## src/rtl/pipeline_run_ctrl.sv

```systemverilog
// Debug-unit run controller: streams program bytes into instruction memory, then gates the
// pipeline-latch enable for free-run or single-step. Optional watchdog: RUN_WATCHDOG_EN.
module pipeline_run_ctrl #(
    parameter int unsigned IMEM_DEPTH  = 64,
    parameter int unsigned CNT_W       = 32,
    parameter int unsigned WDOG_CYCLES = 4096
) (
    input  logic             i_clk,
    input  logic             i_rst,
    input  logic             i_cmd_valid,
    input  logic [1:0]       i_cmd,
    output logic             o_cmd_ready,
    input  logic             i_byte_valid,
    input  logic [7:0]       i_byte,
    input  logic             i_byte_last,
    input  logic             i_halt_wb,
    output logic             o_pipe_en,
    output logic             o_imem_we,
    output logic [31:0]      o_imem_addr,
    output logic [31:0]      o_imem_data,
    output logic             o_busy,
    output logic             o_halted,
    output logic             o_load_err,
    output logic             o_timeout,
    output logic [CNT_W-1:0] o_cycle_cnt
);

    localparam int unsigned IdxW = $clog2(IMEM_DEPTH + 1);

    localparam logic [1:0] CmdStop = 2'b00;
    localparam logic [1:0] CmdStep = 2'b01;
    localparam logic [1:0] CmdRun  = 2'b10;
    localparam logic [1:0] CmdLoad = 2'b11;

    typedef enum logic [2:0] {StIdle, StLoad, StRun, StStep, StHalted} state_t;

    state_t            state_q, state_d;
    logic [IdxW-1:0]   idx_q;
    logic [1:0]        bcnt_q;
    logic [23:0]       word_q;      // earlier bytes of the word in progress, right-aligned
    logic              load_done_q;
    logic              pipe_en_q;
    logic              busy_q;
    logic              halted_q;
    logic              we_q;
    logic [31:0]       addr_q;
    logic [31:0]       data_q;
    logic              load_err_q;
    logic [CNT_W-1:0]  cnt_q;

    logic              cmd_accept;
    logic              load_entry;
    logic              byte_take;
    logic              in_range;
    logic              word_full;
    logic [31:0]       shifted;
    logic [31:0]       aligned;
    logic [4:0]        pad_bits;
    logic              wdog_hit;

    assign o_cmd_ready = (state_q == StIdle) || (state_q == StHalted) || (state_q == StRun);
    assign cmd_accept  = i_cmd_valid && o_cmd_ready;

    assign byte_take = (state_q == StLoad) && i_byte_valid && !load_done_q;
    assign in_range  = idx_q < IdxW'(IMEM_DEPTH);
    assign word_full = (bcnt_q == 2'd3) || i_byte_last;
    assign shifted   = {word_q, i_byte};
    // A short final word is left-aligned: pad the unfilled low bytes with zero.
    assign pad_bits  = {2'd3 - bcnt_q, 3'b000};
    assign aligned   = shifted << pad_bits;

`ifdef RUN_WATCHDOG_EN
    localparam int unsigned WdW = $clog2(WDOG_CYCLES + 1);

    logic [WdW-1:0] wdog_q;
    logic           timeout_q;

    assign wdog_hit  = (state_q == StRun) && (wdog_q == WdW'(WDOG_CYCLES - 1));
    assign o_timeout = timeout_q;

    always_ff @(posedge i_clk or negedge i_rst) begin
        if (!i_rst) begin
            wdog_q    <= '0;
            timeout_q <= 1'b0;
        end else begin
            // Counts enabled RUN cycles; any non-RUN cycle clears it, so every RUN entry starts at 0.
            wdog_q <= (state_q == StRun) ? wdog_q + WdW'(1) : '0;
            if (load_entry) begin
                timeout_q <= 1'b0;
            end else if (wdog_hit && !i_halt_wb) begin
                timeout_q <= 1'b1;
            end
        end
    end
`else
    logic unused_wdog;

    assign unused_wdog = ^WDOG_CYCLES;
    assign wdog_hit    = 1'b0;
    assign o_timeout   = 1'b0;
`endif

    always_comb begin
        state_d = state_q;
        unique case (state_q)
            StIdle, StHalted: begin
                if (cmd_accept) begin
                    unique case (i_cmd)
                        CmdLoad: state_d = StLoad;
                        CmdRun:  if (state_q == StIdle) state_d = StRun;
                        CmdStep: if (state_q == StIdle) state_d = StStep;
                        default: state_d = state_q;
                    endcase
                end
            end
            StLoad: begin
                if (load_done_q) state_d = StIdle;
            end
            StRun: begin
                if (i_halt_wb || wdog_hit) begin
                    state_d = StHalted;
                end else if (cmd_accept && (i_cmd == CmdStop)) begin
                    state_d = StIdle;
                end
            end
            StStep: begin
                state_d = i_halt_wb ? StHalted : StIdle;
            end
            default: state_d = StIdle;
        endcase
    end

    assign load_entry = (state_d == StLoad) && (state_q != StLoad);

    always_ff @(posedge i_clk or negedge i_rst) begin
        if (!i_rst) begin
            state_q     <= StIdle;
            pipe_en_q   <= 1'b0;
            busy_q      <= 1'b0;
            halted_q    <= 1'b0;
            idx_q       <= '0;
            bcnt_q      <= '0;
            word_q      <= '0;
            load_done_q <= 1'b0;
            we_q        <= 1'b0;
            addr_q      <= '0;
            data_q      <= '0;
            load_err_q  <= 1'b0;
            cnt_q       <= '0;
        end else begin
            state_q   <= state_d;
            pipe_en_q <= (state_d == StRun) || (state_d == StStep);
            busy_q    <= (state_d == StLoad) || (state_d == StRun) || (state_d == StStep);
            halted_q  <= (state_d == StHalted);
            we_q      <= 1'b0;

            if (load_entry) begin
                idx_q       <= '0;
                bcnt_q      <= '0;
                word_q      <= '0;
                load_done_q <= 1'b0;
                load_err_q  <= 1'b0;
            end else if (byte_take) begin
                if (in_range) begin
                    if (word_full) begin
                        we_q   <= 1'b1;
                        addr_q <= 32'(idx_q) << 2;
                        data_q <= aligned;
                        idx_q  <= idx_q + IdxW'(1);
                        bcnt_q <= '0;
                        word_q <= '0;
                    end else begin
                        word_q <= shifted[23:0];
                        bcnt_q <= bcnt_q + 2'd1;
                    end
                end else begin
                    load_err_q <= 1'b1;
                end
                if (i_byte_last) load_done_q <= 1'b1;
            end

            if (load_entry) begin
                cnt_q <= '0;
            end else if (pipe_en_q && (cnt_q != '1)) begin
                cnt_q <= cnt_q + CNT_W'(1);
            end
        end
    end

    assign o_pipe_en   = pipe_en_q;
    assign o_busy      = busy_q;
    assign o_halted    = halted_q;
    assign o_imem_we   = we_q;
    assign o_imem_addr = addr_q;
    assign o_imem_data = data_q;
    assign o_load_err  = load_err_q;
    assign o_cycle_cnt = cnt_q;

endmodule

```

## config.mk

```make
export PLATFORM = sky130hd
export DESIGN_NAME = pipeline_run_ctrl
export DESIGN_NICKNAME = d
export VERILOG_FILES = /design/src/rtl/pipeline_run_ctrl.sv
export SDC_FILE = /design/constraint.sdc
export NUM_CORES = 1
export LEC_CHECK = 0
export BUFFER_PORTS_ARGS = -buffer_cell sky130_fd_sc_hd__clkbuf_2
export CAP_MARGIN = 20
export CELL_PAD_IN_SITES_DETAIL_PLACEMENT = 1
export CELL_PAD_IN_SITES_GLOBAL_PLACEMENT = 2
export CORE_MARGIN = 2
export CORE_UTILIZATION = 36
export DETAILED_ROUTE_END_ITERATION = 12
export PLACE_DENSITY_LB_ADDON = 0.1
export SETUP_SLACK_MARGIN = 0.05
export SYNTH_ARGS = -nofsm -noshare
export SYNTH_HDL_FRONTEND = slang
export SYNTH_SLANG_ARGS = --single-unit
```

## constraint.sdc

```tcl
create_clock -name i_clk -period 3.42 [get_ports i_clk]
set_input_delay 0.855 -clock i_clk [delete_from_list [all_inputs] [get_ports i_clk]]
set_output_delay 0.855 -clock i_clk [all_outputs]
set_load 0.05 [all_outputs]
```

==> flow_summary_export.csv <==
group,metric,value,unit
yosys,synth_cell_types,41,
routing,via_per_inst,5.03,
placed_design,placed_area,6250,um2
critical_path,cp_max_fo,7,
sta,finalCritPeriodShare,73.4,%
routing,dr.max_layer_used,"met4",
routing,drt-initial-drc-count,174,
cts,clk_pin_slew,0.05,ns
cts,cts_setup_buffers,0,
critical_path,critPathRequiredTime,3.75,ns
critical_path,critPathKind,"flip-flop to flip-flop",
status,status,"completed",
yosys,ys.flop_type,"dfrtp_1",
power_and_ir_drop,switching_share,43.5,%
sta,relSlewSlack,49.0,%
layout,diodes,0,
power_and_ir_drop,peakVddDrop,0.484,mV
sta,worst_pin_slew,0.758,ns
layout,nFillCells,1794,
floorplan,start_util,37.0,%
worst_hold_path,hold_class,"input pin to async pin",
power_and_ir_drop,total_power,5690,uW
layout,layout_commonest_cell,"dfrtp_1",
layout,fin_nets,721,
cts,cts_resized,0,
layout,drive_gt1_share,21.6,%
critical_path,startpoint_type,"flip-flop",
sta,rsz0062_at_grt,"no",
sta,fin_worst_skew,0.00595,ns
global_route,grt_max_degree,70,
floorplan,core_area,15300,um2
cts,clock_latency,0.42,ns
placed_design,dp_hpwl,10000,um
yosys,syn_area,5650,um2
routing,wl_per_cell,16.0,um
floorplan,dieHeight,129,um
yosys,ys_seq_area_share,50.1,%
power_and_ir_drop,p_sw,2480,uW
yosys,synth_edf_count,0,
global_route,grt_overflow,0,
routing,met3_length,508,um
routing,vias,4652,
yosys,synth_top_area_share,50.1,%
yosys,async_flop_share,100,%
critical_path,worstSetupEndpointType,"flip-flop",
placed_design,io_buffer_count,92,
sta,setup_viol,0,
yosys,synth_simple_gate_area_share,22.8,%
cts,htreeDepth,4,
global_route,track_usage,18.8,%
yosys,synth-xor-area-share,1.40,%
yosys,synth-seq-cells,113,
floorplan,io-pin-count,119,
routing,dr_wl_met2,7610,um
layout,fin_area,6770,um2
yosys,postSynthAreaPerCell,9.22,um2
yosys,synthAdderAreaFrac,0.665,%
global_route,grt_pass1_wl,24500,um
placed_design,gp_congestion,0.779,
routing,postRouteAntennaNets,0,
routing,m1WireLength,6490,um
global_route,antenna_found_initial,0,
sta,period_needed,2.51,ns
cts,cts_hold_buf,0,
cts,cts_max_path_buffers,2,
sta,whs,0.464,ns
sta,setup_tns,0,ns
yosys,ys_top_cells_by_area,"dfrtp_1, nand2_1, mux2i_1",
sta,fin_ws,0.910,ns
yosys,yosys.area.top_type,"dfrtp_1",
sta,fmax,398,MHz
power_and_ir_drop,p_leak,0.00341,uW
power_and_ir_drop,p_int,3210,uW
yosys,synthCells,612,
floorplan,die-area,16700,um2
power_and_ir_drop,pwr_density_cell,839,nW/um2
routing,wl,14800,um
layout,ff_latch_area,2830,um2
sta,hold_viol,0,
critical_path,arrival,2.84,ns
sta,drv_slew,0,
power_and_ir_drop,seqPwrFrac,36.0,%
placed_design,dp_slack,0.838,ns
cts,root_buffer,"clkbuf_16",
cts,cts_tree,"built",
cts,clkSinkCount,113,
yosys,muxShareOfSynthArea,9.04,%
yosys,synth_top_family_by_area,"simple AND/OR/NAND/NOR gates",
yosys,yosys_warnings,0,
floorplan,die-width,129,um
routing,drc,0,
power_and_ir_drop,clockPowerShare,27.8,%
layout,multiInputGateArea,2560,um2
yosys,synth-compound-area-share,9.53,%
power_and_ir_drop,combPwrFrac,36.1,%
global_route,grt_pass1_vias,4747,
layout,final_cell_mix,"dfrtp_1, nand2_1, clkbuf_2, nor2_1, a21oi_1",
routing,drt_pass1_iterations,4,
floorplan,num_rows,45,
flow_run,cap_violations,0,
layout,area.growth.synth_to_final,20.0,%
cts,cts_buffers,17,
[cell type report]
class                           count  area share (%)
Multi-Input combinational cell    460            37.8
Timing Repair Buffer              105            8.46
Clock inverter                      6           0.480
Tap cell                          211            3.90
Inverter                            5           0.351
Clock buffer                       24            7.26
Sequential cell                   113            41.7
[power groups by stage]
stage	Combinational [uW]	Clock (uW)	Sequential (uW)
6_report	2050	1580	2050
5_1_grt	2240	1690	2120
4_1_cts	2090	1620	2060
3_5_place_dp	2090	0	2070
3_3_place_gp	2040	0	2060
2_1_floorplan	887	0	2720
[state kept, by name (all words and copies together), names as in the netlist]
| register | cells |
|---|---|
| o_pipe_en | 1 |
| load_done_q | 1 |
| o_cycle_cnt | 32 |
| state_q | 3 |
| o_imem_data | 32 |
| o_imem_addr | 7 |
| o_imem_we | 1 |
| idx_q | 7 |
| bcnt_q | 2 |
| o_busy | 1 |
| o_load_err | 1 |
| word_q | 24 |
| o_halted | 1 |
[through the flow]
step | instances | utilization [%]
3_5_place_dp | 894 | 41.0
3_3_place_gp | 894 | 41.0
2_1_floorplan | 637 | -
6_report | 924 | 44.4
5_1_grt | 924 | 44.4
4_1_cts | 924 | 44.4
[critical path, stage by stage, from the launching register on]
cell and delay, ns:
dfrtp_1 0.43, ha_1 0.26, and4_1 0.28, nand4_1 0.31
or3_1 0.56, or4_1 0.43, a21oi_1 0.16
[logic make-up after synthesis]
family | Yosys count
multiplexers | 49
XOR/XNOR | 9
flip-flops | 113
buffers and inverters | 64
AND/OR/NAND/NOR | 279
adder cells (fa/ha/maj) | 3
AO/OA/AOI/OAI | 94
other | 1
[cell usage after synthesis, drive strengths merged, types with 4 or more instances]
cell type,number
o31ai,7
nor2,65
clkbuf,29
xor2,6
nand2,107
a21oi,48
mux2,16
dfrtp,113
or2,4
o211ai,10
buf,30
mux2i,33
and2,6
nand4,9
nand3,37
nor4,5
inv,4
and3,4
o21ai,21
or4,7
or3,21
[metal layers]
metal,up-vias,GRT usage (%)
met4,0,6.27
met5,-,0
met2,73,32.4
met3,14,4.62
li1,2249,-
met1,2316,23.2
[worst paths after layout]
kind                                            start                           to  slack (ns)  cells past startpoint
min reg2reg                o_imem_data[7]$_DFFE_PN0P_   o_imem_data[7]$_DFFE_PN0P_        0.47                      2
min                                             i_rst  o_cycle_cnt[10]$_DFFE_PN0P_        0.46                      1
max                        o_cycle_cnt[0]$_DFFE_PN0P_  o_cycle_cnt[24]$_DFFE_PN0P_        0.91                      6
min in group i_clk         o_imem_data[7]$_DFFE_PN0P_   o_imem_data[7]$_DFFE_PN0P_        0.47                      2
max reg2reg                o_cycle_cnt[0]$_DFFE_PN0P_  o_cycle_cnt[24]$_DFFE_PN0P_        0.91                      6
max in group asynchronous                       i_rst   o_imem_data[2]$_DFFE_PN0P_        2.13                      2
No activity file was read; power rests on OpenSTA's default activity.
